**config.mk**
```make
export PLATFORM = sky130hd
export DESIGN_NAME = xif_mem_responder
export DESIGN_NICKNAME = d
export VERILOG_FILES = /design/src/rtl/xif_mem_responder.sv
export SDC_FILE = /design/constraint.sdc
export NUM_CORES = 1
export LEC_CHECK = 0
export ABC_AREA = 1
export BUFFER_PORTS_ARGS = -buffer_cell sky130_fd_sc_hd__buf_4
export CAP_MARGIN = 30
export CORE_MARGIN = 2
export CORE_UTILIZATION = 46
export CTS_BUF_LIST = sky130_fd_sc_hd__clkbuf_4
export CTS_CLUSTER_SIZE = 10
export DETAILED_ROUTE_END_ITERATION = 10
export PLACE_DENSITY = 0.79
export SLEW_MARGIN = 10
export SYNTH_ARGS = -nofsm -noshare
export SYNTH_HDL_FRONTEND = slang
export SYNTH_SLANG_ARGS = --single-unit
```
**constraint.sdc**
```tcl
create_clock -name clk -period 4.6 [get_ports clk]
set_input_delay 0.69 -clock clk [delete_from_list [all_inputs] [get_ports clk]]
set_output_delay 0.69 -clock clk [all_outputs]
set_load 0.005 [all_outputs]
```
**src/rtl/xif_mem_responder.sv**
```systemverilog
// xif_mem_responder
//   Core-side responder for the CORE-V-XIF memory interface of rvfpm.
//   Takes FLW/FSW requests from the coprocessor and forwards them in order
//   onto an OBI-style data bus (req/gnt address phase, then in-order rvalid).
//   Each accepted request gets exactly one result, tagged with its id.
//   Misaligned or unsupported-size requests are answered locally with err=1
//   and never reach the bus.
//
// Ports
//   clk, rst            clock (rising edge), async active-high reset
//   mem_valid/ready     request handshake, mem_req = x_mem_req_t (82 bits)
//   mem_result_valid    one-cycle pulse qualifying mem_result = x_mem_result_t (38 bits)
//   bus_req/gnt         bus address phase; bus_we/addr/be/wdata held until gnt
//   bus_rvalid          in-order response, one per grant, with bus_rdata/bus_err
//   proto_err           sticky: bus_rvalid seen with nothing outstanding
//
// Handshakes: a transfer happens on a rising edge where valid and ready are
// both high; the initiator keeps its payload stable while valid && !ready.
// bus_req behaves as valid (held until bus_gnt); bus_rvalid and
// mem_result_valid are single-cycle pulses with no backpressure.
module xif_mem_responder #(
  parameter int DEPTH = 4
) (
  input  logic        clk,
  input  logic        rst,
  input  logic        mem_valid,
  output logic        mem_ready,
  input  logic [81:0] mem_req,
  output logic        mem_result_valid,
  output logic [37:0] mem_result,
  output logic        bus_req,
  output logic        bus_we,
  output logic [31:0] bus_addr,
  output logic [3:0]  bus_be,
  output logic [31:0] bus_wdata,
  input  logic        bus_gnt,
  input  logic        bus_rvalid,
  input  logic [31:0] bus_rdata,
  input  logic        bus_err,
  output logic        proto_err
);

  localparam int ID_W  = 4;
  localparam int PTR_W = $clog2(DEPTH);
  localparam int CNT_W = $clog2(DEPTH + 1);

  typedef struct packed {
    logic [ID_W-1:0] id;
    logic [31:0]     addr;
    logic [1:0]      mode;
    logic            we;
    logic [2:0]      size;
    logic [3:0]      be;
    logic [1:0]      attr;
    logic [31:0]     wdata;
    logic            last;
    logic            spec;
  } mem_req_t;

  typedef struct packed {
    logic [ID_W-1:0] id;
    logic [31:0]     rdata;
    logic            err;
    logic            dbg;
  } mem_result_t;

  typedef enum logic [1:0] {
    IDLE = 2'd0,
    REQ  = 2'd1,
    ERR  = 2'd2
  } state_t;

  state_t          state;
  state_t          state_next;
  mem_req_t        req;
  mem_result_t     result_q;
  logic [1:0]      size_mask;
  logic            bad;
  logic            accept;
  logic            push;
  logic            pop;
  logic [ID_W-1:0] req_id_q;
  logic [ID_W-1:0] fifo_id [DEPTH];
  logic            fifo_we [DEPTH];
  logic [PTR_W-1:0] wr_ptr;
  logic [PTR_W-1:0] rd_ptr;
  logic [CNT_W-1:0] count;
  logic            unused_req_fields;

  assign req        = mem_req;
  assign mem_result = result_q;

  // mode/attr/last/spec carry no meaning for this responder.
  assign unused_req_fields = ^{req.mode, req.attr, req.last, req.spec};

  // Low address bits that must be zero for the access size.
  always_comb begin
    case (req.size)
      3'd0:    size_mask = 2'b00;
      3'd1:    size_mask = 2'b01;
      default: size_mask = 2'b11;
    endcase
  end

  assign bad    = (req.size > 3'd2) || ((req.addr[1:0] & size_mask) != 2'b00);
  assign accept = mem_valid && mem_ready;
  assign push   = (state == REQ) && bus_gnt;
  // An rvalid with nothing outstanding is a bus protocol error, not a pop.
  assign pop    = bus_rvalid && (count != '0);

  // State register
  always_ff @(posedge clk or posedge rst) begin
    if (rst) state <= IDLE;
    else     state <= state_next;
  end

  // Next-state logic
  always_comb begin
    state_next = state;
    case (state)
      IDLE:    if (accept) state_next = bad ? ERR : REQ;
      REQ:     if (bus_gnt) state_next = IDLE;
      ERR:     state_next = IDLE;
      default: state_next = IDLE;
    endcase
  end

  // Output logic. A bad request is only taken with an empty FIFO so that its
  // error result can never land in the same cycle as a bus response result.
  always_comb begin
    bus_req   = (state == REQ);
    mem_ready = (state == IDLE) && (count < CNT_W'(DEPTH)) && !(bad && (count != '0));
  end

  // Bus address stage: loaded on a good accept, held through REQ until grant.
  always_ff @(posedge clk or posedge rst) begin
    if (rst) begin
      req_id_q  <= '0;
      bus_we    <= 1'b0;
      bus_addr  <= '0;
      bus_be    <= '0;
      bus_wdata <= '0;
    end else if (accept) begin
      req_id_q <= req.id;
      if (!bad) begin
        bus_we    <= req.we;
        bus_addr  <= req.addr;
        bus_be    <= req.be;
        bus_wdata <= req.wdata;
      end
    end
  end

  // Outstanding-transaction FIFO of {id, we}, pushed on grant, popped on rvalid.
  always_ff @(posedge clk or posedge rst) begin
    if (rst) begin
      wr_ptr <= '0;
      rd_ptr <= '0;
      count  <= '0;
      for (int i = 0; i < DEPTH; i++) begin
        fifo_id[i] <= '0;
        fifo_we[i] <= 1'b0;
      end
    end else begin
      if (push) begin
        fifo_id[wr_ptr] <= req_id_q;
        fifo_we[wr_ptr] <= bus_we;
        wr_ptr          <= wr_ptr + PTR_W'(1);
      end
      if (pop) rd_ptr <= rd_ptr + PTR_W'(1);
      case ({push, pop})
        2'b10:   count <= count + CNT_W'(1);
        2'b01:   count <= count - CNT_W'(1);
        default: count <= count;
      endcase
    end
  end

  // Result register. The error result is registered at accept time so it is
  // presented during the single ERR cycle.
  always_ff @(posedge clk or posedge rst) begin
    if (rst) begin
      mem_result_valid <= 1'b0;
      result_q         <= '0;
      proto_err        <= 1'b0;
    end else begin
      mem_result_valid <= 1'b0;
      if (accept && bad) begin
        mem_result_valid <= 1'b1;
        result_q         <= {req.id, 32'd0, 1'b1, 1'b0};
      end else if (pop) begin
        mem_result_valid <= 1'b1;
        result_q         <= {fifo_id[rd_ptr], (fifo_we[rd_ptr] ? 32'd0 : bus_rdata), bus_err, 1'b0};
      end
      if (bus_rvalid && (count == '0)) proto_err <= 1'b1;
    end
  end

endmodule

```
==> key figures <==
Synthesis
  – Sequential area share after synthesis: 0.584
  – Synth Register Bits: 141
  – Synthesized area per cell: 8.67 µm²
  – Yosys cell types: 29
  – Largest cells by area after synthesis: dfrtp_1 58%, nand2_1 13%, inv_1 7.3%
  – YS warnings: 0
  – Synth top cells by count: 212 x nand2_1, 141 x dfrtp_1, 117 x inv_1
  – Post-synth top area share: 0.584
  – Synth Cell Area: 6040 µm²
  – Mapped Nets: 822
  – Syn Inst Count: 696
  – Primary FF master, synth: dfrtp_1
  – Synth area leader: dfrtp_1
  – Synth async-reset ratio: 1.00
  – Top-count cell post-synth: nand2_1
  – EDFF count, synth: 0

Finish
  – Design area: 8060 µm²
  – Layout cells sized above 1: 0.289
  – Nets: 1038
  – Cell Count, Final, Fillers Out: 1097
  – FILL cells: 1120
  – Area grow syn2layout: 33.5%
  – Multi-input gate area: 1870 µm²
  – Reg area: 3530 µm²

Critical path
  – CP Launch Type: flop
  – R2R cell count: 5
  – Crit path required time: 3.91 ns
  – Buffers & Inverters on Critical Path: 2
  – CP delay by family, top: flip-flops
  – CP max stage cell: dfrtp_1
  – Critical Path Stages: 4
  – Max Fanout on Critical Path: 3
  – Crit path DAT: 1.76 ns
  – Cell Chain, Critical Path: nor3_4 > inv_1 > a21boi_0 > buf_4
  – Setup crit end kind: primary output
  – Crit Path Class: flop to primary output
  – CP max stage delay: 0.44 ns

Clock tree
  – # Post-CTS Setup Buffers: 0
  – Clock Latency Late Sink: 0.54 ns
  – CTS sink cnt: 141
  – Clock root cell: clkbuf_4
  – CTS buffer count: 17
  – CTS tree: yes
  – Clk buf depth: 2
  – H-tree levels: 4
  – Post-CTS Resized: 0
  – Cts hold-fix bufs: 0
  – Clock transition at the registers of the reported paths: 0.11 ns

STA
  – Fin Clk Skew: 0.0162 ns
  – Final Max Tran Viols: 0
  – Period utilization: 0.532
  – Worst slew pin tran: 0.737 ns
  – Fin crit period: 2.45 ns
  – Worst slew margin: 0.508
  – Setup TNS Final: 0 ns
  – Hold Vio Cnt, Final: 0
  – RSZ-0062 raised after global routing: false
  – WHS: 0.125 ns
  – F_max: 408 MHz
  – # setup viols final: 0

Outcome
  – Status: finished clean

Global routing
  – Vias in the first global route: 4928
  – Total GRT Usage: 0.213
  – Pin count of the biggest net entering global routing: 107
  – Grt total ovfl: 0
  – Initial antenna violation count: 1
  – First-pass GRT wire length: 23.7 mm

Power and ir drop
  – Flop pwr share: 0.444
  – Leak: 4.68 nW
  – Power Density: 603 nW/µm²
  – Clk pwr share: 0.143
  – Total Power: 4.86 mW
  – Switch share: 0.360
  – Net Sw Power: 1.75 mW
  – Comb power frac: 0.413
  – Maximum vdd drop: 0.282 mV
  – Cell-internal power: 3.11 mW

Die
  – Die Ht: 119 µm
  – # rows: 41
  – Core area: 12700 µm²
  – Die W: 119 µm
  – IO Pins: 231
  – Total die area: 14100 µm²
  – Initial Util: 0.475

Placement
  – Placed Cells: 1064
  – Post-DP Area: 7800 µm²
  – Post-DP HPWL: 10.0 mm
  – Final RePlAce weighted congestion: 0.775
  – IO buf count: 223

Route
  – Drt pass-1 iters: 5
  – 1st-iter DRT viols: 268
  – Via density per instance: 4.61
  – DRC: 0
  – DR vias: 5056
  – DRT antenna net count: 0
  – Post-DR wirelength/cell: 13.0 µm
  – DRT Wirelength: 14.3 mm

Run
  – Max-cap violations: 0

Min path
  – Hold WC Path Type: input port to asynchronous set/reset pin
sequential cells by signal (all words and copies together), names as in the netlist:
| signal | cells |
|---|---|
| mem_result | 37 |
| bus_addr | 32 |
| bus_wdata | 32 |
| fifo_id | 16 |
| bus_be | 4 |
| fifo_we | 4 |
| req_id_q | 4 |
| count | 3 |
| rd_ptr | 2 |
| state | 2 |
| wr_ptr | 2 |
| bus_we | 1 |
| mem_result_valid | 1 |
| proto_err | 1 |
final timing paths:
kind                            start            end  slack (ns)
setup / recovery             count[1]      mem_ready        2.15
hold / removal                    rst  mem_result[9]        0.13
setup reg to reg             state[1]   bus_addr[23]        2.26
hold reg to reg            fifo_id[6]     fifo_id[6]        0.49
max in group asynchronous         rst    bus_addr[4]        3.32
min in group clk              bus_gnt       state[0]        0.32
logic make-up after synthesis:
kind of cell | Yosys count | synth area share
xor gates and xnor gates | 5 | 0.00726
and+or+nand+nor | 277 | 0.190
DFF | 141 | 0.584
other | 1 | 0.000621
AOI/OAI and AO/OA | 113 | 0.0974
adders and majority gates | 6 | 0.0137
buffers and inverters | 153 | 0.107
power groups by stage:
stage | combinational [mW] | sequential (mW) | clock (mW)
final | 2.01 | 2.16 | 0.693
after global routing | 2.28 | 2.23 | 0.783
after CTS | 2.04 | 2.16 | 0.723
after detailed placement | 2.04 | 2.17 | 0
after global placement | 1.95 | 2.16 | 0
after floorplan | 0.987 | 2.16 | 0
cell type report:
type	count	area share
repair buffers	229	0.217
diodes	1	0.000311
inverters	121	0.0570
clock buffers	21	0.0196
clock inverters	10	0.00932
well taps	172	0.0267
multi-input cells	402	0.233
flip-flops and latches	141	0.438
per-layer routing:
layer / up-vias / wire length [µm] / GRT usage
met3: 25 / 1390 / 0.0825
met5: - / 0 / 0
li1: 2567 / - / -
met2: 199 / 6630 / 0.314
met1: 2265 / 5950 / 0.276
met4: 0 / 337 / 0.101
cell usage in the layout (no fill, tap or decap), types with 3 or more instances in the layout:
cell        n
buf_4     227
nand2_1   212
dfrtp_1   141
inv_1     116
o21ai_0    50
o21ai_1    50
nand3_1    43
clkbuf_4   21
nor2_1     13
clkinv_1    6
ha_1        5
o22ai_1     4
nand2_2     4
o21a_1      4
inv_2       3
xor2_1      3
per-stage QoR:
stage,util,setup slack [ns]
3_3_place_gp,0.612,1.97
5_1_grt,0.633,1.99
3_5_place_dp,0.613,1.94
2_1_floorplan,-,0.129
6_report,0.633,2.15
4_1_cts,0.631,2.06
worst register-to-register path, stage by stage, from the launching register on:
cell and delay [ns]:
dfrtp_1 0.44, nor3_4 0.29, nand4_4 0.63, buf_4 0.61, nand2_1 0.17, o21ai_1 0.08
Power figures use the tool's default switching activity.
